==> src/rtl/imm_decode_ctrl_if.sv <==
// Handshake and data bundle between fetch, the immediate decode sequencer,
// the extender and the execute FSM.
interface imm_decode_ctrl_if #(
    parameter int unsigned CNT_W = 16
);
    logic [31:0]      instr_in;
    logic             instr_valid;
    logic             instr_ready;
    logic [31:0]      ext_entrada;
    logic [3:0]       ext_sel;
    logic [63:0]      imm_in;
    logic [63:0]      imm_out;
    logic [2:0]       imm_type;
    logic             dec_valid;
    logic             dec_ready;
    logic             illegal;
    logic             busy;
    logic [CNT_W-1:0] dec_count;
    logic [CNT_W-1:0] ill_count;

    // Sequencer side
    modport slave (
        input  instr_in, instr_valid, imm_in, dec_ready,
        output instr_ready, ext_entrada, ext_sel, imm_out, imm_type,
               dec_valid, illegal, busy, dec_count, ill_count
    );

    // Fetch / extender / execute side
    modport master (
        output instr_in, instr_valid, imm_in, dec_ready,
        input  instr_ready, ext_entrada, ext_sel, imm_out, imm_type,
               dec_valid, illegal, busy, dec_count, ill_count
    );
endinterface

==> src/rtl/imm_decode_ctrl.sv <==
// Immediate decode sequencer: latches an instruction, selects the extender
// format from its opcode, registers the extended immediate and hands it on.
module imm_decode_ctrl #(
    parameter int unsigned CNT_W = 16
) (
    input logic            clk,
    input logic            reset,
    imm_decode_ctrl_if.slave bus
);

    typedef enum logic [1:0] {
        IDLE    = 2'd0,
        DECODE  = 2'd1,
        CAPTURE = 2'd2,
        HOLD    = 2'd3
    } state_e;

    typedef enum logic [2:0] {
        IMM_NONE = 3'd0,
        IMM_I    = 3'd1,
        IMM_S    = 3'd2,
        IMM_SB   = 3'd3,
        IMM_U    = 3'd4
    } imm_type_e;

    typedef enum logic [3:0] {
        SEL_I  = 4'd0,
        SEL_S  = 4'd1,
        SEL_SB = 4'd2,
        SEL_U  = 4'd3
    } ext_sel_e;

    typedef enum logic [6:0] {
        OP_LOAD   = 7'b0000011,
        OP_OPIMM  = 7'b0010011,
        OP_JALR   = 7'b1100111,
        OP_STORE  = 7'b0100011,
        OP_BRANCH = 7'b1100011,
        OP_LUI    = 7'b0110111,
        OP_AUIPC  = 7'b0010111,
        OP_OP     = 7'b0110011,
        OP_OP32   = 7'b0111011
    } opcode_e;

    state_e           state_q;
    logic [31:0]      ir_q;
    ext_sel_e         sel_q;
    ext_sel_e         sel_d;
    imm_type_e        type_q;
    imm_type_e        type_d;
    logic             ill_q;
    logic             ill_d;
    logic [63:0]      imm_q;
    logic             valid_q;
    logic [CNT_W-1:0] dec_cnt_q;
    logic [CNT_W-1:0] ill_cnt_q;

    // Opcode classification; anything not listed (JAL included) is illegal.
    always_comb begin
        sel_d  = SEL_I;
        type_d = IMM_NONE;
        ill_d  = 1'b0;
        case (ir_q[6:0])
            OP_LOAD, OP_OPIMM, OP_JALR: type_d = IMM_I;
            OP_STORE: begin
                sel_d  = SEL_S;
                type_d = IMM_S;
            end
            OP_BRANCH: begin
                sel_d  = SEL_SB;
                type_d = IMM_SB;
            end
            OP_LUI, OP_AUIPC: begin
                sel_d  = SEL_U;
                type_d = IMM_U;
            end
            OP_OP, OP_OP32: begin
                sel_d  = SEL_I;
                type_d = IMM_NONE;
            end
            default: ill_d = 1'b1;
        endcase
    end

    always_ff @(posedge clk or posedge reset) begin
        if (reset) begin
            state_q   <= IDLE;
            ir_q      <= '0;
            sel_q     <= SEL_I;
            type_q    <= IMM_NONE;
            ill_q     <= 1'b0;
            imm_q     <= '0;
            valid_q   <= 1'b0;
            dec_cnt_q <= '0;
            ill_cnt_q <= '0;
        end else begin
            case (state_q)
                IDLE: begin
                    if (bus.instr_valid) begin
                        ir_q    <= bus.instr_in;
                        state_q <= DECODE;
                    end
                end
                DECODE: begin
                    sel_q   <= sel_d;
                    type_q  <= type_d;
                    ill_q   <= ill_d;
                    state_q <= CAPTURE;
                end
                CAPTURE: begin
                    // Illegal opcodes always decode to IMM_NONE, so one test covers both.
                    imm_q   <= (type_q == IMM_NONE) ? '0 : bus.imm_in;
                    valid_q <= 1'b1;
                    state_q <= HOLD;
                end
                HOLD: begin
                    if (bus.dec_ready) begin
                        valid_q <= 1'b0;
                        if (dec_cnt_q != '1) dec_cnt_q <= dec_cnt_q + CNT_W'(1);
                        if (ill_q && (ill_cnt_q != '1)) ill_cnt_q <= ill_cnt_q + CNT_W'(1);
                        state_q <= IDLE;
                    end
                end
            endcase
        end
    end

    assign bus.instr_ready = (state_q == IDLE);
    assign bus.busy        = (state_q != IDLE);
    assign bus.ext_entrada = ir_q;
    assign bus.ext_sel     = sel_q;
    assign bus.imm_out     = imm_q;
    assign bus.imm_type    = type_q;
    assign bus.dec_valid   = valid_q;
    assign bus.illegal     = ill_q;
    assign bus.dec_count   = dec_cnt_q;
    assign bus.ill_count   = ill_cnt_q;

endmodule
==> src/flat_wrapper.sv <==
// flat-port wrapper written by rule: the top's interface ports become plain ports
module imm_decode_ctrl_flat 
#(
    parameter int unsigned CNT_W = 16
)
  (clk, reset, bus_instr_in, bus_instr_valid, bus_imm_in, bus_dec_ready, bus_instr_ready, bus_ext_entrada, bus_ext_sel, bus_imm_out, bus_imm_type, bus_dec_valid, bus_illegal, bus_busy, bus_dec_count, bus_ill_count);
  imm_decode_ctrl_if #(.CNT_W(CNT_W)) bus_i ();
  input logic clk;
  input logic reset;
  input wire logic [$bits(bus_i.instr_in)-1:0] bus_instr_in;
  input wire logic [$bits(bus_i.instr_valid)-1:0] bus_instr_valid;
  input wire logic [$bits(bus_i.imm_in)-1:0] bus_imm_in;
  input wire logic [$bits(bus_i.dec_ready)-1:0] bus_dec_ready;
  output wire logic [$bits(bus_i.instr_ready)-1:0] bus_instr_ready;
  output wire logic [$bits(bus_i.ext_entrada)-1:0] bus_ext_entrada;
  output wire logic [$bits(bus_i.ext_sel)-1:0] bus_ext_sel;
  output wire logic [$bits(bus_i.imm_out)-1:0] bus_imm_out;
  output wire logic [$bits(bus_i.imm_type)-1:0] bus_imm_type;
  output wire logic [$bits(bus_i.dec_valid)-1:0] bus_dec_valid;
  output wire logic [$bits(bus_i.illegal)-1:0] bus_illegal;
  output wire logic [$bits(bus_i.busy)-1:0] bus_busy;
  output wire logic [$bits(bus_i.dec_count)-1:0] bus_dec_count;
  output wire logic [$bits(bus_i.ill_count)-1:0] bus_ill_count;
  assign bus_i.instr_in = bus_instr_in;
  assign bus_i.instr_valid = bus_instr_valid;
  assign bus_i.imm_in = bus_imm_in;
  assign bus_i.dec_ready = bus_dec_ready;
  assign bus_instr_ready = bus_i.instr_ready;
  assign bus_ext_entrada = bus_i.ext_entrada;
  assign bus_ext_sel = bus_i.ext_sel;
  assign bus_imm_out = bus_i.imm_out;
  assign bus_imm_type = bus_i.imm_type;
  assign bus_dec_valid = bus_i.dec_valid;
  assign bus_illegal = bus_i.illegal;
  assign bus_busy = bus_i.busy;
  assign bus_dec_count = bus_i.dec_count;
  assign bus_ill_count = bus_i.ill_count;
  imm_decode_ctrl #(.CNT_W(CNT_W)) u_core (.clk(clk), .reset(reset), .bus(bus_i));
endmodule
==> config.mk <==
export PLATFORM = sky130hd
export DESIGN_NAME = imm_decode_ctrl_flat
export DESIGN_NICKNAME = d
export VERILOG_FILES = /design/src/rtl/imm_decode_ctrl_if.sv /design/src/rtl/imm_decode_ctrl.sv /design/src/flat_wrapper.sv
export SDC_FILE = /design/constraint.sdc
export NUM_CORES = 1
export LEC_CHECK = 0
export ABC_AREA = 1
export CORE_UTILIZATION = 45
export CTS_BUF_LIST = sky130_fd_sc_hd__clkbuf_4 sky130_fd_sc_hd__clkbuf_8
export CTS_CLUSTER_DIAMETER = 80
export CTS_CLUSTER_SIZE = 40
export DETAILED_ROUTE_END_ITERATION = 8
export PLACE_DENSITY = 0.93
export SYNTH_ARGS = -nofsm -noshare
export SYNTH_HDL_FRONTEND = slang
export SYNTH_SLANG_ARGS = --single-unit
==> constraint.sdc <==
create_clock -name clk -period 7.5 [get_ports clk]
set_clock_uncertainty 0.15 [all_clocks]
set_input_delay 1.875 -clock clk [delete_from_list [all_inputs] [get_ports clk]]
set_output_delay 1.875 -clock clk [all_outputs]
set_load 0.05 [all_outputs]
# Word-level counts from Yosys, hierarchy flattened
# Cells that the tools add are included.
# word_totals
regBits,139
input_bits,100
out_inout_bits,139
wordCells,49
# op_classes
addsub,2
n_eq_ne,16
mux,9
reduce_logical,13
# ops
cell,count
64-bit 2-to-1 mux,1
16-bit by 1-bit adder with 16-bit output (second input constant),2
16-bit inequality test (second input constant),2
7-bit by 6-bit equality test with 1-bit output (second input constant),4
7-bit by 5-bit equality test with 1-bit output (second input constant),2
7-bit equality test (second input constant),2
3-bit one-hot mux with 4 select lines,1
9-bit OR reduction,1
2-bit one-hot mux with 4 select lines,1
7-bit by 2-bit equality test with 1-bit output (second input constant),1
2-bit one-hot mux with 3 select lines,1
2-bit AND reduction,3
3-bit AND reduction,2
2-bit equality test (second input constant),2
2-bit 2-to-1 mux,2
2-bit inequality test (second input constant),2
2-bit nonzero test,2
3-bit zero test,1
3-bit OR reduction,1
2-bit by 1-bit equality test with 1-bit output (second input constant),1
2-bit zero test,1
1-bit 2-to-1 mux,2
1-bit one-hot mux with 2 select lines,1
2-bit OR reduction,1
1-bit logical AND,1

# Depth between registers and ports, before layout
# Gate-level depths: netlist of the first run.
# depth
ltp_word,3
ltp_mapped,9
mapped_depth_nobuf,8

# Worst setup path after synthesis of the first run
# OpenSTA, ideal clock, no wires.
# synth_timing
path_type,flip-flop to output port
startpoint,reg u_core.state_q[0]
endpoint,out bus_busy
arrival_ps,1341
slack_ps,4134
stages_incl_launch_ff,4
path_buffers,0
path_cell_list,dfrtp_1 inv_1 ha_1 inv_1
# synth_via
elab_chain_cells,1
# synth_rtl
item,line,rtl
from (decl),imm_decode_ctrl.sv:45,state_e state_q;
from (signal assigned),imm_decode_ctrl.sv:87,state_q <= IDLE;
from (signal assigned),imm_decode_ctrl.sv:101,state_q <= DECODE;
from (signal assigned),imm_decode_ctrl.sv:108,state_q <= CAPTURE;
2-bit nonzero test,imm_decode_ctrl.sv:129,assign bus.busy = (state_q != IDLE);
to (decl),flat_wrapper.sv:21,output wire logic [$bits(bus_i.busy)-1:0] bus_busy;
# No other way between the ends.

# Final worst setup path of the first run
# layout_timing
startpoint,reg u_core.state_q[1]
endpoint,out bus_busy
# The elaborated chain is that of the path after synthesis.

==> results of run 1 <==
==> routing by layer <==
| metal | up-vias | GRT usage, % |
|---|---|---|
| met3 | 27 | 7.46 |
| li1 | 2705 | - |
| met5 | - | 0 |
| met4 | 0 | 9.22 |
| met1 | 2606 | 27.3 |
| met2 | 202 | 40.2 |
==> area by class of cell <==
class / count / area, um^2
Fill cell: 997 / 4220
Sequential cell: 137 / 3430
Timing Repair Buffer: 239 / 2380
Multi-Input combinational cell: 439 / 2310
Inverter: 104 / 398
Clock buffer: 20 / 275
Tap cell: 176 / 220
Clock inverter: 11 / 170
==> worst max path at each step <==
stage | slack, ps | cells after the start | endpoint
floorplan | 1810 | 1 | u_core.bus.dec_count[0]
global placement | 3720 | 3 | u_core.bus.imm_out[31]
detailed placement | 3720 | 3 | u_core.bus.imm_out[44]
CTS | 3320 | 4 | bus_busy
global route | 3240 | 4 | bus_busy
finish | 3340 | 4 | bus_busy
==> state kept, by name, indices dropped and copies added, names as in the netlist, 2 cells and up <==
name                    cells
u_core.bus.imm_out         64
u_core.bus.ext_entrada     32
u_core.bus.dec_count       16
u_core.bus.ill_count       16
u_core.bus.imm_type         3
u_core.bus.ext_sel          2
u_core.state_q              2
==> kinds of logic (layout without fill, tap and decap cells) <==
| logic type | count (synthesis) | after routing | synth area share, % |
|---|---|---|---|
| flops | 137 | 137 | 54.9 |
| mux | 28 | 28 | 5.05 |
| compound gates | 91 | 91 | 7.59 |
| simple gates | 296 | 296 | 20.5 |
| fa+ha+maj | 6 | 6 | 1.20 |
| xor+xnor | 16 | 16 | 2.24 |
| other cells | 1 | 2 | 0.0600 |
| buf+inv | 133 | 374 | 8.49 |
==> metrics by stage <==
stage          power [mW]  area (um^2)  utilization [%]  cells
6_report             4.11         9180             68.5   1126
3_3_place_gp         3.40         8740             65.2   1095
2_1_floorplan        2.68         6250                -    709
4_1_cts              4.14         9180             68.5   1126
5_1_grt              4.32         9180             68.5   1126
3_5_place_dp         3.46         8740             65.2   1095
==> cell usage after synthesis <==
cell,number,area share (%)
a21oi_1,9,0.72
a31oi_1,1,0.10
buf_1,3,0.18
buf_2,2,0.16
buf_4,3,0.36
buf_6,2,0.36
clkbuf_1,19,1.1
conb_1,1,0.060
dfrtp_1,137,55
ha_1,6,1.2
inv_1,102,6.1
inv_2,1,0.060
inv_4,1,0.10
mux2_2,28,5.0
nand2_1,152,9.1
nand2_2,3,0.30
nand2_4,1,0.18
nand3_1,77,6.2
nand3b_1,1,0.12
nand4_1,9,0.90
nand4_2,1,0.20
nor2_1,46,2.8
nor2_2,2,0.20
nor2_4,2,0.36
nor3_1,1,0.080
o211ai_1,1,0.12
o21a_1,1,0.12
o21ai_0,77,6.2
o21ai_4,1,0.26
o22ai_1,1,0.10
or3_1,1,0.10
xnor2_1,10,1.4
xor2_1,6,0.84
==> report_power, final <==
| group | total, mW | switching, mW | internal, mW | leakage (nW) |
|---|---|---|---|---|
| combinational | 2.25 | 1.53 | 0.724 | 2.08 |
| clock | 0.665 | 0.278 | 0.387 | 0.217 |
| sequential | 1.19 | 0.174 | 1.02 | 1.74 |
| total | 4.11 | 1.98 | 2.13 | 4.03 |
==> critical path, delay by kind of cell (launching register included) <==
kind | cells | cell delay, ps
fa+ha+maj | 1 | 240
buf+inv | 3 | 1020
flops | 1 | 430
==> run metrics, run 1 <==
number of global-route vias before repair between 5000 and 6000; die area 14400 um^2; clock buffer depth 2; total clock sinks 137; initial antenna violation count 0; Mapped Area ~6200 um^2; Hold WS 348 ps; max-cap violations 0; Worst Setup SP u_core.state_q[1]; PD cells 447 nW/um^2; worst rel slew slack roughly 23%; sequential-to-total area share from yosys stat a little over half; share of cells above drive strength 1 around 8.1%; synth unique cells 33; worst vdd ir around 0.00034 V; Starting DRT DRC Count approximately 340; Inserted Diodes 0; setup TNS 0 ps; GRT Total Usage roughly a quarter; Starting Density 46.6%; Critical Path AT ~2100 ps; Final Max Tran Viols 0; chip height about 120 um; reg2reg end u_core.bus.imm_out[39]; Max Fanout on Critical Path 4; CP dominant cell by count inv_1; drt pass-1 iters 5; # hold bufs at CTS 0; # nets final between 1000 and 1500; worst hold path type reg2reg; status completed; uppermost layer routed met4; area delta synth->final 47.0%; met3 wire len 1030 um; max incr delay on CP around 810 ps; WL met2 ~8300 um; CP Cell Sequence inv_1, ha_1, inv_1, clkdlybuf4s50_1; Via density 4.92; die width roughly 120 um; core area roughly 13000 um^2; YS warnings 0; I/O pin cnt around 240; CTS HTree Levels 4; Port Buffers 236; worst reg2reg startpoint u_core.state_q[0]; global-route wire length before repair 26000 um; CP endpoint kind primary output; post-route setup slack 3340 ps; Cells after Synth about 710; fmax 241 MHz; CTS Buf Count 17; LEAKAGE 4.03 nW; register bit total from synthesis 137; # rows 42; DRT antenna net count 0; CTS tree built; Slowest cell on crit path clkdlybuf4s50_1; largest net degree at the start of global routing approximately 110; final hold vios 0; fin crit share between 50% and 60%; Via Count around 5500; RSZ-0062 raised after global routing no; CP Class reg2out; Worst Hold End u_core.bus.imm_type[2]; CTS resizes 0; critical path launch point type flip-flop; clock-pin slew on the worst setup and hold paths 70 ps; Critical Path RT 5480 ps; routed wire length roughly 16000 um; DP Worst Slack roughly 3700 ps; DP HPWL approximately 12000 um; Avg Synthesized Cell Area between 8 and 9 um^2; Clock Tree Root clkbuf_8; Skew-Pair Late Insertion Delay approximately 440 ps; routability cong. 0.852; final setup fails 0; most frequent cells in the layout 236 x clkdlybuf4s50_1, 152 x nand2_1, 137 x dfrtp_1, 101 x inv_1; DRC 0; min Tclk post-route 4160 ps; Post-CTS Setup Inserts 0; gr ovfl total 0; Worst Hold Depth 1; cells on worst reg2reg path 5; R2R Setup Slk around 5200 ps; commonest non-fill, non-tap cell in the layout clkdlybuf4s50_1; Met1 Wirelength between 6000 and 7000 um; hold_sp u_core.bus.imm_type[2]; DR WL/cell around 15 um; Slew @ Worst Pin 1160 ps
Note: power is estimated with default switching activity, not from simulation.
==> run 2, diff against run 1 <==
Clock period 7.5 ns to 3.95 ns, I/O delays scaled along.
==> run 2 against run 1 <==
Against the previous run: register-to-register slack lost 3400 ps; largest cell class unchanged; count of clock-buffer cells in the layout grew 1; die area is the same; via count shrank 0.97%; highest routed layer unchanged; routed wire length shrank 4.4%; cell count is the same; global-route usage shrank 1.3 points; largest power group unchanged.
==> run metrics, run 2 (synthesized netlist as in run 1, its figures left out) <==
Starting Density approximately 47%; Port Buffers roughly 240; max-cap violations 0; fmax between 300 and 400 MHz; Clk network pwr share 14.3%; Worst Hold End u_core.bus.ext_entrada[22]; Worst Hold Depth 1; GRT Total Usage between 20% and 30%; Hold WS around 360 ps; reg2reg end u_core.bus.imm_out[45]; routed wire length about 16000 um; initial antenna violation count 0; largest net degree at the start of global routing 138; number of global-route vias before repair ~5200; commonest non-fill, non-tap cell in the layout clkdlybuf4s50_1; Worst Setup SP u_core.state_q[0]; fin crit share roughly four fifths; max reg flops 64; LEAKAGE around 4.0 nW; share of cells above drive strength 1 under 10%; DP HPWL between 10000 and 15000 um; Inserted Diodes 0; worst hold path type reg2reg; # rows 42; # nets final ~1000; R2R Setup Slk 1810 ps; CP dominant cell by count inv_1; DRT antenna net count 0; cells on worst reg2reg path 4; total clock sinks 137; combinational share of power between 50 and 60%; CP Class reg2out; Max Fanout on Critical Path 4; sequential power share between 20% and 30%; worst vdd ir ~0.00094 V; die area ~14000 um^2; Final Non-Filler Cells approximately 1100; area delta synth->final 46.0%; Critical Path AT 2070 ps; Psw about 3.8 mW; CP Cell Sequence inv_1, ha_1, inv_1, clkdlybuf4s50_1; Final Max Tran Viols 0; chip height ~120 um; RSZ-0062 raised after global routing no; clock buffer depth 2; I/O pin cnt ~240; Slew @ Worst Pin ~1200 ps; hold_sp u_core.bus.ext_entrada[22]; Critical Path RT ~2800 ps; status completed; Clock Tree Root clkbuf_8; Post-CTS Setup Inserts 0; worst reg2reg startpoint u_core.state_q[0]; die width 120 um; final setup fails 0; min Tclk post-route 3200 ps; CTS HTree Levels 4; final hold vios 0; max incr delay on CP approximately 800 ps; Internal a little under 4 mW; worst rel slew slack approximately a fifth; Starting DRT DRC Count 301; core area between 10000 and 15000 um^2; Skew-Pair Late Insertion Delay ~450 ps; Via Count about 5500; gr ovfl total 0; CP endpoint kind primary output; clock-pin slew on the worst setup and hold paths approximately 70 ps; DR WL/cell approximately 14 um; # hold bufs at CTS 0; Power Total approximately 7.6 mW; drt pass-1 iters 5; CTS Buf Count 17; critical path launch point type flip-flop; Sw Ratio between 40 and 50%; most frequent cells in the layout 236 x clkdlybuf4s50_1, 152 x nand2_1, 137 x dfrtp_1, 101 x inv_1; global-route wire length before repair between 20000 and 25000 um; setup TNS 0 ps; Slowest cell on crit path clkdlybuf4s50_1; PD cells between 800 and 900 nW/um^2; Via density about 5; CTS resizes 0; post-placement cell count ~1100; DRC 0; routability cong. ~0.85; CTS tree built
-- run 2: changes by cell type in the layout (fill, tap and decap cells not counted), sizes merged --
cell | before | now
clkinv | 4 | 6
bufinv | 4 | 1
buf | 3 | 2
inv | 104 | 103
clkbuf | 20 | 21
clkinvlp | 3 | 5
-- run 2: how the worst max path moves through the flow --
stage | end | slack, ps
CTS | bus_busy | 710
global placement | u_core.bus.ill_count[14] | 1190
detailed placement | u_core.bus.ill_count[12] | 1100
global route | bus_busy | 600
floorplan | u_core.bus.dec_count[0] | 1110
finish | bus_busy | 750
-- run 2: area by class of cell --
| class | count | area (um^2) |
|---|---|---|
| multi-input combinational | 439 | 2310 |
| fill | 970 | 4280 |
| tap | 176 | 220 |
| inverter | 104 | 397 |
| clock buffer | 21 | 283 |
| timing repair buffer | 238 | 2390 |
| clock inverter | 11 | 97.6 |
| sequential | 137 | 3430 |
-- run 2: through the flow --
| stage | instance area, um^2 | util, % | setup slack (ps) |
|---|---|---|---|
| global route | 9120 | 68.1 | 599 |
| global placement | 8740 | 65.2 | 1190 |
| CTS | 9120 | 68.1 | 714 |
| floorplan | 6260 | - | 1110 |
| finish | 9120 | 68.1 | 746 |
| detailed placement | 8740 | 65.2 | 1100 |
-- run 2: power by group through the flow --
stage	Clock [mW]	Sequential (mW)	Combinational, mW
3_5_place_dp	0	2.27	4.29
4_1_cts	1.11	2.25	4.30
5_1_grt	1.17	2.31	4.52
3_3_place_gp	0	2.23	4.21
2_1_floorplan	0	3.98	1.11
6_report	1.08	2.25	4.27
-- run 2: worst max-delay path, delay by kind of cell (launching register included) --
| family | cells | cell delay, ps |
|---|---|---|
| DFF | 1 | 380 |
| adders and majority gates | 1 | 250 |
| buffers and inverters | 3 | 990 |
-- run 2: per-layer routing --
metal  routed length (um)  up-vias  global-route usage (%)
met2                 7510      185                    36.3
met5                    0        -                       0
met3                  909       21                    6.65
met4                  331        0                    8.44
li1                     -     2713                       -
met1                 6880     2567                    27.7
==> RTL edit 1, RTL diff (settings of run 2) <==
Reset style: synchronous (`reset`), changed in one clocked block.
--- a/src/rtl/imm_decode_ctrl.sv
+++ b/src/rtl/imm_decode_ctrl.sv
@@ -82,7 +82,7 @@
         endcase
     end
 
-    always_ff @(posedge clk or posedge reset) begin
+    always_ff @(posedge clk) begin
         if (reset) begin
             state_q   <= IDLE;
             ir_q      <= '0;
Function: differs if reset is asserted again (counterexample within 4 cycles, from zero or initial values and one cycle with reset high); with reset held inactive, the same outputs for 4 cycles.
==> RTL edit 1 against run 2 <==
Synthesized area shrank 7.8%; critical path depth did not move; sequential cell count unchanged; wire length rose by 9.1%; critical endpoint unchanged; setup slack got worse by 0.049 ns; synthesized cell count increased by 13%; power shrank 17%; global-route usage up 4.1 points; cell area shrank 5.5%.
==> RTL edit 1: results (changes against run 2) <==
* Status: finished clean
* Share of cells above drive strength 1 at 5.77% (-2.3 points)
* Gpl congestion at 0.874 (+2.9%)
* Min-delay src: u_core.bus.ext_entrada[7]$_SDFFE_PP0P_
* Mux share of post-synthesis cell area at 0% (-5.0 points)
* DR WL met3 at 1540 microns (+69%)
* Vias in the first global route at 5,780 (+11%)
* Final Non-Filler Cells at 1,190 (+5.7%)
* Met2 Track Usage GR at 43.5% (+7.3 points)
* M1 WL at 6860 microns (-0.39%)
* Leakage at 3.22 nW (-19%)
* Slowest Stage Delay on Critical Path at 0.83 ns (+0.03 ns)
* DP Area at 8200 sq um (-6.2%)
* Int Power at 3.42 mW (-11%)
* Area delta synth->final at 49.6%
* First-pass GRT wire length at 27,500 microns (+10%)
* CP arrival at 2.12 ns (+0.05 ns)
* Average size of a mapped cell at 7.23 sq um (-18%)
* Overall Global Routing Usage at 26.3% (+4.1 points)
* Post-Synth XOR/XNOR Area at 1.37% (-0.87 points)
* Worst Tran Pin Value at 1.13 ns (-0.0727 ns)
* Seq pwr at 1.94 mW (-14%)
* Met1 Resource Use GR at 30.2% (+2.5 points)
* Vias at 6,092 (+11%)
* Initial DRC count at 447 (+49%)
* Worst Setup SP: u_core.state_q[0]$_SDFFE_PP0P_
* Largest net degree at the start of global routing at 77 (-44%)
* Nets at 1,116 (+7.0%)
* Adder-Cell Fraction of Synth Area at 1.30% (+0.10 points)
* Max IR drop VDD at 634 uV (-33%)
* Clock network fraction of total power at 19.1% (+4.8 points)
* Met3 Track Usage GR at 8.59% (+1.9 points)
==> RTL edit 1: cell types whose count changed in the layout (fill, tap and decap cells not counted), moves of 5 or more <==
cell and delta:
dfrtp_1 -137, dfxtp_1 +137, a21oi_1 +81, nor2_1 +71, inv_1 -62, nand3_1 -54
o21ai_0 +34, mux2_2 -28, nand2_1 +23, xnor2_1 -8, a21oi_2 +5, buf_4 +5
==> RTL edit 1: layout make-up <==
type | instances | area share (%)
timing repair buffer | 243 | 28.1
clock inverter | 8 | 1.36
inverter | 41 | 1.80
tap | 168 | 2.44
sequential | 137 | 31.8
multi-input combinational | 570 | 30.9
clock buffer | 23 | 3.53
==> RTL edit 1: worst paths after layout <==
path | end | slack (ns) | depth (start not counted)
max | bus_busy | 0.70 | 4
min | u_core.bus.ext_entrada[7]$_SDFFE_PP0P_ | 0.33 | 2
max reg2reg | u_core.bus.ill_count[0]$_SDFFE_PP0P_ | 1.69 | 8
min reg2reg | u_core.bus.ext_entrada[7]$_SDFFE_PP0P_ | 0.33 | 2
==> RTL edit 2, RTL diff (config.mk and constraints of run 2) <==
Without the edit above. `CNT_W` is set to 16 in 3 places; all go to 32.
--- a/src/rtl/imm_decode_ctrl_if.sv
+++ b/src/rtl/imm_decode_ctrl_if.sv
@@ -1,7 +1,7 @@
 // Handshake and data bundle between fetch, the immediate decode sequencer,
 // the extender and the execute FSM.
 interface imm_decode_ctrl_if #(
-    parameter int unsigned CNT_W = 16
+    parameter int unsigned CNT_W = 32
 );
     logic [31:0]      instr_in;
     logic             instr_valid;
--- a/src/rtl/imm_decode_ctrl.sv
+++ b/src/rtl/imm_decode_ctrl.sv
@@ -1,7 +1,7 @@
 // Immediate decode sequencer: latches an instruction, selects the extender
 // format from its opcode, registers the extended immediate and hands it on.
 module imm_decode_ctrl #(
-    parameter int unsigned CNT_W = 16
+    parameter int unsigned CNT_W = 32
 ) (
     input logic            clk,
     input logic            reset,
--- a/src/flat_wrapper.sv
+++ b/src/flat_wrapper.sv
@@ -1,7 +1,7 @@
 // flat-port wrapper written by rule: the top's interface ports become plain ports
 module imm_decode_ctrl_flat 
 #(
-    parameter int unsigned CNT_W = 16
+    parameter int unsigned CNT_W = 32
 )
   (clk, reset, bus_instr_in, bus_instr_valid, bus_imm_in, bus_dec_ready, bus_instr_ready, bus_ext_entrada, bus_ext_sel, bus_imm_out, bus_imm_type, bus_dec_valid, bus_illegal, bus_busy, bus_dec_count, bus_ill_count);
   imm_decode_ctrl_if #(.CNT_W(CNT_W)) bus_i ();
Ports: changed (resized bus_dec_count and bus_ill_count); port bits go from 239 to 271. The function was not compared with the original's and may differ.
==> RTL edit 2 against run 2 <==
Cell area increased by 30%; sequential cell count is 32 higher; wire length grew 64%; synthesized area grew 38%; die area is 37% higher; sequential power grew 13%; register-to-register slack lost 0.38 ns; setup slack lost 0.11 ns; critical path depth is the same; power up 2.9%; largest power group unchanged; highest routed layer unchanged.
==> RTL edit 2: results (changes against run 2) <==
* Share of cells above drive strength 1 at 7.25% (-0.85 points)
* Sw frac at 49.5% (+0.21 points)
* Area contributors post-synth: dfrtp_1 49%, nand2_1 16%, nand3_1 4.5%, inv_1 4.5%, nor2_1 4.4%
* R2R cell count at 8 (+4)
* Overall Global Routing Usage at 27.0% (+4.7 points)
* Slowest Stage Delay on Critical Path at 0.86 ns (+0.06 ns)
* Avg WL per Cell at 16.1 microns (+16%)
* Setup WS pre-CTS at 0.822 ns (-0.277 ns)
* Vias at 8,229 (+50%)
* Worst hold path class: reg2reg
* Num CTS Buffers at 17 (unchanged)
* FMAX at 301 MHz (-3.4%)
* Slowest cell on the critical path: clkdlybuf4s50_1
* Slew Limit Fails at 0 (unchanged)
* Reg2reg setup slack at 1.43 ns (-0.38 ns)
* CTS Hold Bufs at 0 (unchanged)
* IO buf count at 268 (+14%)
* Min-delay src: u_core.bus.ext_sel[0]$_DFFE_PP0N_
* Gpl congestion at 0.905 (+6.6%)
* Worst R2R End: u_core.bus.ill_count[5]$_DFFE_PP0P_
* Dominant synthesized flop cell: dfrtp_1
* Sequential area share after synthesis at 49.1% (-5.8 points)
* Max IR drop VDD at 573 uV (-39%)
* Worst-path maximum fanout at 4 (unchanged)
* Leakage at 5.22 nW (+31%)
* Nets at 1,444 (+38%)
* H-tree depth at 4 (unchanged)
* Ys async rst share at 100% (unchanged)
* CTS resizes at 0 (unchanged)
* Largest net degree at the start of global routing at 112 (-19%)
* Worst setup path end: bus_busy
* CTS clk-pin slew, worst paths at 0.10 ns (+0.03 ns)
* Post-synth top cells: 378 x nand2_1, 169 x dfrtp_1, 103 x inv_1
* Status: finished clean
* Distinct cells, synth at 33 (unchanged)
* Hold Slack at 0.368 ns (+0.00879 ns)
* Initial antenna violation count at 2 (+2)
* Number of flip-flops in the largest register at 64 (unchanged)
* Worst r2r src: u_core.bus.ill_count[0]$_DFFE_PP0P_
* # Post-CTS Setup Buffers at 0 (unchanged)
* Final Non-Filler Cells at 1,587 (+41%)
* Clk Tree Root Cell: clkbuf_8
* DP Area at 11,500 sq um (+31%)
* Hpwl dp at 18,400 microns (+65%)
* Initial DRC count at 611 (+100%)
* Hold path cells at 2 (+1)
* Family with the most delay on the worst path: buffers and inverters
* Drt pass-1 iters at 5 (unchanged)
* Clock Latency Late Sink at 0.47 ns (+0.02 ns)
* Worst Setup SP: u_core.state_q[1]$_DFFE_PP0P_
* WHS Endpoint: u_core.bus.ext_sel[0]$_DFFE_PP0N_
* Worst Tran Pin Value at 1.20 ns (+0.00253 ns)
* Clock tree buffer depth at 2 (unchanged)
* Synth Warn # at 0 (unchanged)
* First-pass GRT wire length at 41,400 microns (+66%)
* Average size of a mapped cell at 7.96 sq um (-9.8%)
RTL edit 2: metal layers:
metal | GRT usage, % | vias to the layer above | wire length, microns
li1 | - | 3919 | -
met3 | 8.00 | 79 | 2120
met1 | 30.1 | 3882 | 9490
met5 | 0 | - | 0
met4 | 14.2 | 0 | 984
met2 | 46.5 | 349 | 13000
RTL edit 2: cell type report:
class	count	area, sq um
Fill cell	1401	6840
Sequential cell	169	4230
Multi-Input combinational cell	771	3780
Timing Repair Buffer	274	2750
Inverter	105	403
Tap cell	234	293
Clock buffer	19	255
Clock inverter	13	149
Antenna cell	2	5.00
RTL edit 2: kinds of logic (layout without fill, tap and decap cells):
family | count (synthesis) | after routing | share of synthesized area (%)
xor gates and xnor gates | 27 | 27 | 2.75
buffers and inverters | 143 | 411 | 7.25
AOI/OAI and AO/OA | 90 | 90 | 5.42
DFF | 169 | 169 | 49.1
and+or+nand+nor | 618 | 618 | 30.9
other | 1 | 4 | 0.0435
adders and majority gates | 6 | 6 | 0.872
muxes | 28 | 28 | 3.66
RTL edit 2: power by group through the flow:
| stage | combinational (mW) | clock, mW | sequential (mW) |
|---|---|---|---|
| floorplan | 1.14 | 0 | 4.02 |
| global placement | 3.90 | 0 | 2.51 |
| finish | 4.01 | 1.27 | 2.54 |
| global route | 4.22 | 1.36 | 2.59 |
| CTS | 4.02 | 1.27 | 2.53 |
| detailed placement | 3.99 | 0 | 2.55 |
RTL edit 2: worst reg2reg max path, cell delays in order (launching register included):
cell and delay (ns):
dfrtp_1 0.45, ha_1 0.28, inv_1 0.13, nor2_4 0.07, nand2_2 0.12, nor2_4 0.06
nand2_2 0.23, nand3_2 0.56, o21ai_0 0.38
